**src/rtl/load_store_unit_if.sv**
```systemverilog
// Core-side request/response and memory-side bus of the load/store unit.
// The unit connects through the slave modport. The core/memory environment uses the master modport.
interface load_store_unit_if;
    logic        req_valid;
    logic        req_ready;
    logic        req_we;
    logic [2:0]  req_funct3;
    logic [31:0] req_addr;
    logic [31:0] req_wdata;
    logic        rsp_valid;
    logic [31:0] rsp_rdata;
    logic        rsp_err;
    logic        mem_req;
    logic        mem_we;
    logic [31:0] mem_addr;
    logic [3:0]  mem_be;
    logic [31:0] mem_wdata;
    logic        mem_ack;
    logic [31:0] mem_rdata;

    modport slave (
        input  req_valid, req_we, req_funct3, req_addr, req_wdata, mem_ack, mem_rdata,
        output req_ready, rsp_valid, rsp_rdata, rsp_err,
        output mem_req, mem_we, mem_addr, mem_be, mem_wdata
    );

    modport master (
        output req_valid, req_we, req_funct3, req_addr, req_wdata, mem_ack, mem_rdata,
        input  req_ready, rsp_valid, rsp_rdata, rsp_err,
        input  mem_req, mem_we, mem_addr, mem_be, mem_wdata
    );
endinterface

```
**src/rtl/load_store_unit.sv**
```systemverilog
// RV32I load/store unit: one outstanding access.
// It does alignment checking, byte-lane steering, load extension, and an ack timeout.
module load_store_unit #(
    parameter int TIMEOUT = 255
) (
    input  logic                 clk,
    input  logic                 rstn,
    load_store_unit_if.slave     bus
);

    localparam logic [1:0] S_IDLE   = 2'd0;
    localparam logic [1:0] S_ACCESS = 2'd1;
    localparam logic [1:0] S_RESP   = 2'd2;
    localparam logic [7:0] TIMEOUT_CNT = 8'(TIMEOUT);

    logic [1:0]  r_state;
    logic [7:0]  r_cnt;
    logic        r_we;
    logic [2:0]  r_funct3;
    logic [1:0]  r_off;
    logic [29:0] r_word;
    logic [3:0]  r_be;
    logic [31:0] r_wdata;
    logic [31:0] r_rdata;
    logic        r_err;

    logic        w_accept;
    logic        w_legal;
    logic [3:0]  w_be;
    logic [31:0] w_wdata;
    logic [7:0]  w_byte;
    logic [15:0] w_half;
    logic [31:0] w_load;
    logic [7:0]  w_cnt_next;
    logic        w_access;
    logic        w_resp;

    assign w_accept   = bus.req_valid && (r_state == S_IDLE);
    assign w_cnt_next = r_cnt + 8'd1;
    assign w_access   = (r_state == S_ACCESS);
    assign w_resp     = (r_state == S_RESP);

    // Decode the request as it arrives, so that it is captured already steered to its lanes.
    always_comb begin
        // NOTE: every combinational output gets a default first so no path leaves it unassigned (no latch).
        w_legal = 1'b0;
        w_be    = 4'b0000;
        w_wdata = 32'h0;
        case (bus.req_funct3)
            3'b000, 3'b100: begin
                w_legal = 1'b1;
                w_be    = 4'b0001 << bus.req_addr[1:0];
                w_wdata = {4{bus.req_wdata[7:0]}};
            end
            3'b001, 3'b101: begin
                w_legal = !bus.req_addr[0];
                w_be    = bus.req_addr[1] ? 4'b1100 : 4'b0011;
                w_wdata = {2{bus.req_wdata[15:0]}};
            end
            3'b010: begin
                w_legal = (bus.req_addr[1:0] == 2'b00);
                w_be    = 4'b1111;
                w_wdata = bus.req_wdata;
            end
            default: w_legal = 1'b0;
        endcase
        // Unsigned variants exist only for loads.
        if (bus.req_funct3[2] && bus.req_we) w_legal = 1'b0;
    end

    always_comb begin
        w_byte = bus.mem_rdata[7:0];
        case (r_off)
            2'd0:    w_byte = bus.mem_rdata[7:0];
            2'd1:    w_byte = bus.mem_rdata[15:8];
            2'd2:    w_byte = bus.mem_rdata[23:16];
            default: w_byte = bus.mem_rdata[31:24];
        endcase
        w_half = r_off[1] ? bus.mem_rdata[31:16] : bus.mem_rdata[15:0];
        case (r_funct3)
            3'b000:  w_load = {{24{w_byte[7]}}, w_byte};
            3'b100:  w_load = {24'h0, w_byte};
            3'b001:  w_load = {{16{w_half[15]}}, w_half};
            3'b101:  w_load = {16'h0, w_half};
            default: w_load = bus.mem_rdata;
        endcase
    end

    always_ff @(posedge clk or negedge rstn) begin
        // NOTE: state uses non-blocking assignments and resets asynchronously, so outputs drop the moment rstn falls.
        if (!rstn) begin
            r_state  <= S_IDLE;
            r_cnt    <= 8'd0;
            r_we     <= 1'b0;
            r_funct3 <= 3'b000;
            r_off    <= 2'b00;
            r_word   <= 30'h0;
            r_be     <= 4'b0000;
            r_wdata  <= 32'h0;
            r_rdata  <= 32'h0;
            r_err    <= 1'b0;
        end else begin
            case (r_state)
                S_IDLE: begin
                    if (w_accept) begin
                        r_we     <= bus.req_we;
                        r_funct3 <= bus.req_funct3;
                        r_off    <= bus.req_addr[1:0];
                        r_word   <= bus.req_addr[31:2];
                        r_be     <= w_be;
                        r_wdata  <= w_wdata;
                        r_cnt    <= 8'd0;
                        r_rdata  <= 32'h0;
                        r_err    <= !w_legal;
                        r_state  <= w_legal ? S_ACCESS : S_RESP;
                    end
                end
                S_ACCESS: begin
                    if (bus.mem_ack) begin
                        r_rdata <= r_we ? 32'h0 : w_load;
                        r_err   <= 1'b0;
                        r_state <= S_RESP;
                    end else if (w_cnt_next == TIMEOUT_CNT) begin
                        r_rdata <= 32'h0;
                        r_err   <= 1'b1;
                        r_state <= S_RESP;
                    end else begin
                        r_cnt <= w_cnt_next;
                    end
                end
                S_RESP:  r_state <= S_IDLE;
                default: r_state <= S_IDLE;
            endcase
        end
    end

    assign bus.req_ready = (r_state == S_IDLE);
    assign bus.mem_req   = w_access;
    assign bus.mem_we    = w_access && r_we;
    assign bus.mem_be    = w_access ? r_be : 4'b0000;
    assign bus.mem_wdata = w_access ? r_wdata : 32'h0;
    assign bus.mem_addr  = {r_word, 2'b00};
    assign bus.rsp_valid = w_resp;
    assign bus.rsp_err   = w_resp && r_err;
    assign bus.rsp_rdata = w_resp ? r_rdata : 32'h0;

endmodule

```
**src/flat_wrapper.sv**
```systemverilog
// flat-port wrapper written by rule: the top's interface ports become plain ports
module load_store_unit_flat 
#(
    parameter int TIMEOUT = 255
)
  (clk, rstn, bus_req_valid, bus_req_we, bus_req_funct3, bus_req_addr, bus_req_wdata, bus_mem_ack, bus_mem_rdata, bus_req_ready, bus_rsp_valid, bus_rsp_rdata, bus_rsp_err, bus_mem_req, bus_mem_we, bus_mem_addr, bus_mem_be, bus_mem_wdata);
  load_store_unit_if bus_i ();
  input  logic clk;
  input  logic rstn;
  input wire logic [$bits(bus_i.req_valid)-1:0] bus_req_valid;
  input wire logic [$bits(bus_i.req_we)-1:0] bus_req_we;
  input wire logic [$bits(bus_i.req_funct3)-1:0] bus_req_funct3;
  input wire logic [$bits(bus_i.req_addr)-1:0] bus_req_addr;
  input wire logic [$bits(bus_i.req_wdata)-1:0] bus_req_wdata;
  input wire logic [$bits(bus_i.mem_ack)-1:0] bus_mem_ack;
  input wire logic [$bits(bus_i.mem_rdata)-1:0] bus_mem_rdata;
  output wire logic [$bits(bus_i.req_ready)-1:0] bus_req_ready;
  output wire logic [$bits(bus_i.rsp_valid)-1:0] bus_rsp_valid;
  output wire logic [$bits(bus_i.rsp_rdata)-1:0] bus_rsp_rdata;
  output wire logic [$bits(bus_i.rsp_err)-1:0] bus_rsp_err;
  output wire logic [$bits(bus_i.mem_req)-1:0] bus_mem_req;
  output wire logic [$bits(bus_i.mem_we)-1:0] bus_mem_we;
  output wire logic [$bits(bus_i.mem_addr)-1:0] bus_mem_addr;
  output wire logic [$bits(bus_i.mem_be)-1:0] bus_mem_be;
  output wire logic [$bits(bus_i.mem_wdata)-1:0] bus_mem_wdata;
  assign bus_i.req_valid = bus_req_valid;
  assign bus_i.req_we = bus_req_we;
  assign bus_i.req_funct3 = bus_req_funct3;
  assign bus_i.req_addr = bus_req_addr;
  assign bus_i.req_wdata = bus_req_wdata;
  assign bus_i.mem_ack = bus_mem_ack;
  assign bus_i.mem_rdata = bus_mem_rdata;
  assign bus_req_ready = bus_i.req_ready;
  assign bus_rsp_valid = bus_i.rsp_valid;
  assign bus_rsp_rdata = bus_i.rsp_rdata;
  assign bus_rsp_err = bus_i.rsp_err;
  assign bus_mem_req = bus_i.mem_req;
  assign bus_mem_we = bus_i.mem_we;
  assign bus_mem_addr = bus_i.mem_addr;
  assign bus_mem_be = bus_i.mem_be;
  assign bus_mem_wdata = bus_i.mem_wdata;
  load_store_unit #(.TIMEOUT(TIMEOUT)) u_core (.clk(clk), .rstn(rstn), .bus(bus_i));
endmodule
```
**config.mk**
```make
export PLATFORM = sky130hd
export DESIGN_NAME = load_store_unit_flat
export DESIGN_NICKNAME = d
export VERILOG_FILES = /design/src/rtl/load_store_unit_if.sv /design/src/rtl/load_store_unit.sv /design/src/flat_wrapper.sv
export SDC_FILE = /design/constraint.sdc
export NUM_CORES = 1
export LEC_CHECK = 0
export CAP_MARGIN = 10
export CORE_MARGIN = 5
export CORE_UTILIZATION = 45
export CTS_CLUSTER_DIAMETER = 120
export DETAILED_ROUTE_END_ITERATION = 12
export GPL_TIMING_DRIVEN = 1
export PLACE_DENSITY = 0.8
export SLEW_MARGIN = 25
export SYNTH_ARGS = -nofsm -noshare
export SYNTH_HDL_FRONTEND = slang
export SYNTH_SLANG_ARGS = --single-unit
export TNS_END_PERCENT = 30
```
**constraint.sdc**
```tcl
create_clock -name clk -period 2.7 [get_ports clk]
set_input_delay 0.54 -clock clk [delete_from_list [all_inputs] [get_ports clk]]
set_output_delay 0.54 -clock clk [all_outputs]
set_load 0.01 [all_outputs]
```
# == After elaboration in Yosys (flattened, before gate mapping) ==
# Cells that the tools add are included.
# totals
elab_cells,75
ff_bits,115
input_bits,104
output_inout_bits,105
# op_classes
n_shift,1
eq_ne,16
mux,29
addsub,1
reduce_logical,18
# ops
operator,count
two-way mux 32 bit,6
one-hot mux 32 bit (4 select lines),1
one-hot mux 32 bit (3 select lines),1
one-hot mux 32 bit (2 select lines),1
two-way mux 8 bit,3
one-hot mux 8 bit (3 select lines),1
two-way mux 16 bit,1
one-hot mux 8 bit (2 select lines),1
== test 3 bit (second input constant),4
one-hot mux 4 bit (3 select lines),1
adder 8 x 1 -> 8 bit (second input constant),1
== test 8 bit (second input constant),1
two-way mux 2 bit,4
two-way mux 4 bit,2
== test 3 x 1 -> 1 bit (second input constant),2
zero test 2 bit,3
zero test 3 bit,2
== test 2 x 1 -> 1 bit (second input constant),2
== test 2 bit (second input constant),2
logical AND 1 bit,4
two-way mux 1 bit,4
!= test 2 bit (second input constant),2
one-hot mux 2 bit (2 select lines),1
AND reduction 2 bit,2
11 further kinds,13

# == Logic depth before layout (Yosys ltp) ==
# Gate-level depths: netlist (run 1).
# logic_depth
word_depth,7
mapped_depth,7
depth_no_buf,6

# == Worst setup path before layout (run 1) ==
# OpenSTA, ideal clock, no wires.
# synth_path
path_kind,register -> output
from,register u_core.r_state[1]
to,output port bus_mem_wdata[15]
setup_slack_ns,0.698
path_stages_with_launch,7
t_arrival_ns,1.462
n_path_buf,3
required_ns,2.160
cell_sequence,dfrtp_1 -> nand2b_1 -> clkbuf_1 -> inv_1 -> clkbuf_1 -> clkbuf_1 -> and2_1
# synth_via
elab_chain_cells,2
# synth_rtl
item,line,rtl
from (decl),load_store_unit.sv:16,logic [1:0] r_state;
from (signal assigned),load_store_unit.sv:115,r_state <= w_legal ? S_ACCESS : S_RESP;
== test 2 x 1 -> 1 bit,load_store_unit.sv:40,assign w_access = (r_state == S_ACCESS);
two-way mux 32 bit,load_store_unit.sv:141,assign bus.mem_wdata = w_access ? r_wdata : 32'h0;
to (decl),flat_wrapper.sv:25,output wire logic [$bits(bus_i.mem_wdata)-1:0] bus_mem_wdata;
# No other way between the ends.

# == Worst setup path after layout (run 1) ==
# layout_path
from,register u_core.r_state[1]
to,output port bus_mem_wdata[16]
# Same word-level chain as after synthesis.

==> impl_results.md, run 1 <==
* Ys Warns at 0
* Unrepaired setup endpoints after global routing: no
* Clk sinks at 115
* Clock skew at 0.0107 ns
* Top-count cell post-synth: nand2_1
* Layout cells sized above 1 at 7.63%
* Async SR Flop Fraction at 100%
* GRT busiest layer: met2
* Root Driver: clkbuf_16
* Post-Syn Instances at 664
* GRT overflow at 0
* Main synth FF type: dfrtp_1
* F_max at 0.385 GHz
* # fillers at 970
* Outcome: complete, no violations
* Non-filler cells, final at 1050
* Clock slew at reported path FFs at 0.06 ns
* PwrDens at 743 nW/um^2
* Clock Path Buffers at 2
* Nature of the critical path startpoint: register
* EDFF count, synth at 0
* WS Path Type: reg2out
* M3 GR Usage at 8.58%
* Grt met2 use at 39.5%
* Reg-to-reg critical path startpoint: u_core.r_cnt[0]
* Met1 Use GR at 31.0%
* Synth Cell Area at 5860 sq um
* Largest net degree at the start of global routing at 60
* Routed vias/inst at 5.39
* GP Congestion at 0.935
* Die width at 124 um
* Top cell type's share of synthesized area at 49.1%
* Post-DP HPWL at 13600 um
* Drt pass-1 iters at 5
* Detail Route Antenna Nets at 0
* Mean routed wirelength per cell at 17.8 um
* TritonCTS clock tree: built
* Ant diodes at 0
* Skew-Pair Late Insertion Delay at 0.40 ns
* Final Hold Viols at 0
* Initial antenna violation count at 0
* Setup tns final at 0 ns
* Commonest cells in the netlist: nand2_1 (162), dfrtp_1 (115), and2_1 (71)
* GR Util All Layers at 24.7%
* Final period utilization at 96.3%
* WP data required at 2.16 ns
* # H-tree levels at 4
* Ranking of synthesized cells by area: dfrtp_1 (49%), nand2_1 (10%), and2_1 (7.6%)
* Initial DRC Count at 679
* Fin nets at 972
* Via count at 5657
* Maximum vdd drop at 371 uV
* Netlist cell types at 51
* Core region area at 12700 sq um
* Relative slew slack at 52.0%
* Site Rows at 41
* Flop-to-flop setup slack at 0.47 ns
* Area Overhead vs Synth at 50.6%
* Detailed-route wire length at 18700 um
* Crit-path max FO at 19
* Worst R2R Path Depth at 7
* Min Tclk post-route at 2.60 ns
* Remaining DRCs at 0
* Tightest Pin Transition at 0.720 ns
* Die Height at 124 um
* Total CTS buffers at 17
* Global-route wire length before repair at 29500 um
* Leak pwr at 4.06 nW
* Synth area leader: dfrtp_1
* DP Cell Count at 1018
* Seq/Total Area, Yosys at 49.1%
* IO buf count at 206
* Reg2reg end: u_core.r_rdata[7]
* Initial Utilization at 46.2%
* Post-CTS Setup Bufs at 0
* # Max-Cap Violations at 0
* IO Pins at 209
* CP arrival at 2.06 ns
* Post-synthesis register bit count at 115
* Fin. max-slew vios at 0
* Worst min-delay path category: in2async
* Vias in the first global route at 5811
* Pwr Total at 0.00656 W
* Syn Area/Cell at 8.82 sq um
* Die area at 15400 sq um
* Crit end category: output port
* Final setup violation count at 0
-- registers in the layout, indices dropped and copies added (netlist names) --
register	count
u_core.r_be	4
u_core.r_cnt	8
u_core.r_err	1
u_core.r_funct3	3
u_core.r_off	2
u_core.r_rdata	32
u_core.r_state	2
u_core.r_wdata	32
u_core.r_we	1
u_core.r_word	30
-- worst max-delay path: stages, from the launching register on --
cell and delay [ns]:
dfrtp_2 0.44, nand2b_4 0.21, inv_4 0.13, clkbuf_16 0.19, and2_1 0.15, clkdlybuf4s50_1 0.54
-- report_power, final --
group	internal (W)	switching, W	total [W]
clock	0.00167	0.000757	0.00243
combinational	0.000872	0.000886	0.00176
sequential	0.00211	0.000258	0.00237
total	0.00466	0.00190	0.00656
-- kinds of logic after synthesis --
kind of cell,share of synthesized area (%)
AO/OA/AOI/OAI,15.4
XOR/XNOR,0.619
adder cells (fa/ha/maj),0.427
buffers and inverters,4.34
flip-flops,49.1
multiplexers,3.50
other,0.0640
AND/OR/NAND/NOR,26.5
-- cell usage in the layout (no fill, tap or decap), types with 7 or more instances in the layout --
master,n
nand3_1,11
a21oi_1,25
nand2_1,162
and2_1,71
buf_4,16
clkbuf_16,18
nor2_1,42
inv_1,17
o2bb2ai_1,16
nor2b_1,18
a21o_1,11
mux2i_1,16
dfrtp_1,113
a31oi_1,7
o21ai_0,40
a221oi_1,16
clkdlybuf4s50_1,203
-- how the worst max path moves through the flow --
stage                      startpoint                 end  slack, ns
floorplan           u_core.r_state[1]   bus_mem_wdata[15]       0.70
global placement    bus_mem_rdata[31]  u_core.r_rdata[24]        0.1
detailed placement  bus_mem_rdata[31]  u_core.r_rdata[24]       0.02
CTS                 u_core.r_state[1]    bus_mem_wdata[9]       0.02
global route        u_core.r_state[0]   bus_rsp_rdata[12]      0.007
finish              u_core.r_state[1]   bus_mem_wdata[16]        0.1
-- per-stage QoR --
step	cell area [sq um]	setup WS, ns	hold slack, ns	util, %
6_report	8820	0.0993	0.0833	69.6
5_1_grt	8820	0.00731	0.105	69.6
3_5_place_dp	8130	0.0206	0.450	64.2
3_3_place_gp	8130	0.0977	0.446	64.2
4_1_cts	8780	0.0183	0.0842	69.3
2_1_floorplan	5860	0.698	0.244	-
-- layer usage --
metal	vias up	routed length (um)
li1	2634	-
met1	2692	7530
met2	296	8880
met3	35	1880
met4	0	425
met5	-	0
-- layout make-up --
class,count,area [sq um],share of cell area [%]
flip-flops and latches,115,2880,32.7
multi-input cells,488,2750,31.2
repair buffers,225,2260,25.6
clock buffers,21,460,5.22
well taps,172,215,2.44
clock inverters,10,180,2.04
inverters,19,73.8,0.837
-- repair_timing --
action                                  in CTS  in global routing
pin swaps                                    0                  0
hold buffers                                 0                  0
endpoints found under the setup margin      37                 46
cloned                                       0                  1
gates resized for setup                      3                  5
Power figures use the tool's default switching activity.
==> run 2, diff against run 1 <==
- CTS_CLUSTER_SIZE: unset -> 14
==> results of run 2 <==
Same layout as run 1: the final DEF is identical, and so are final timing and power.
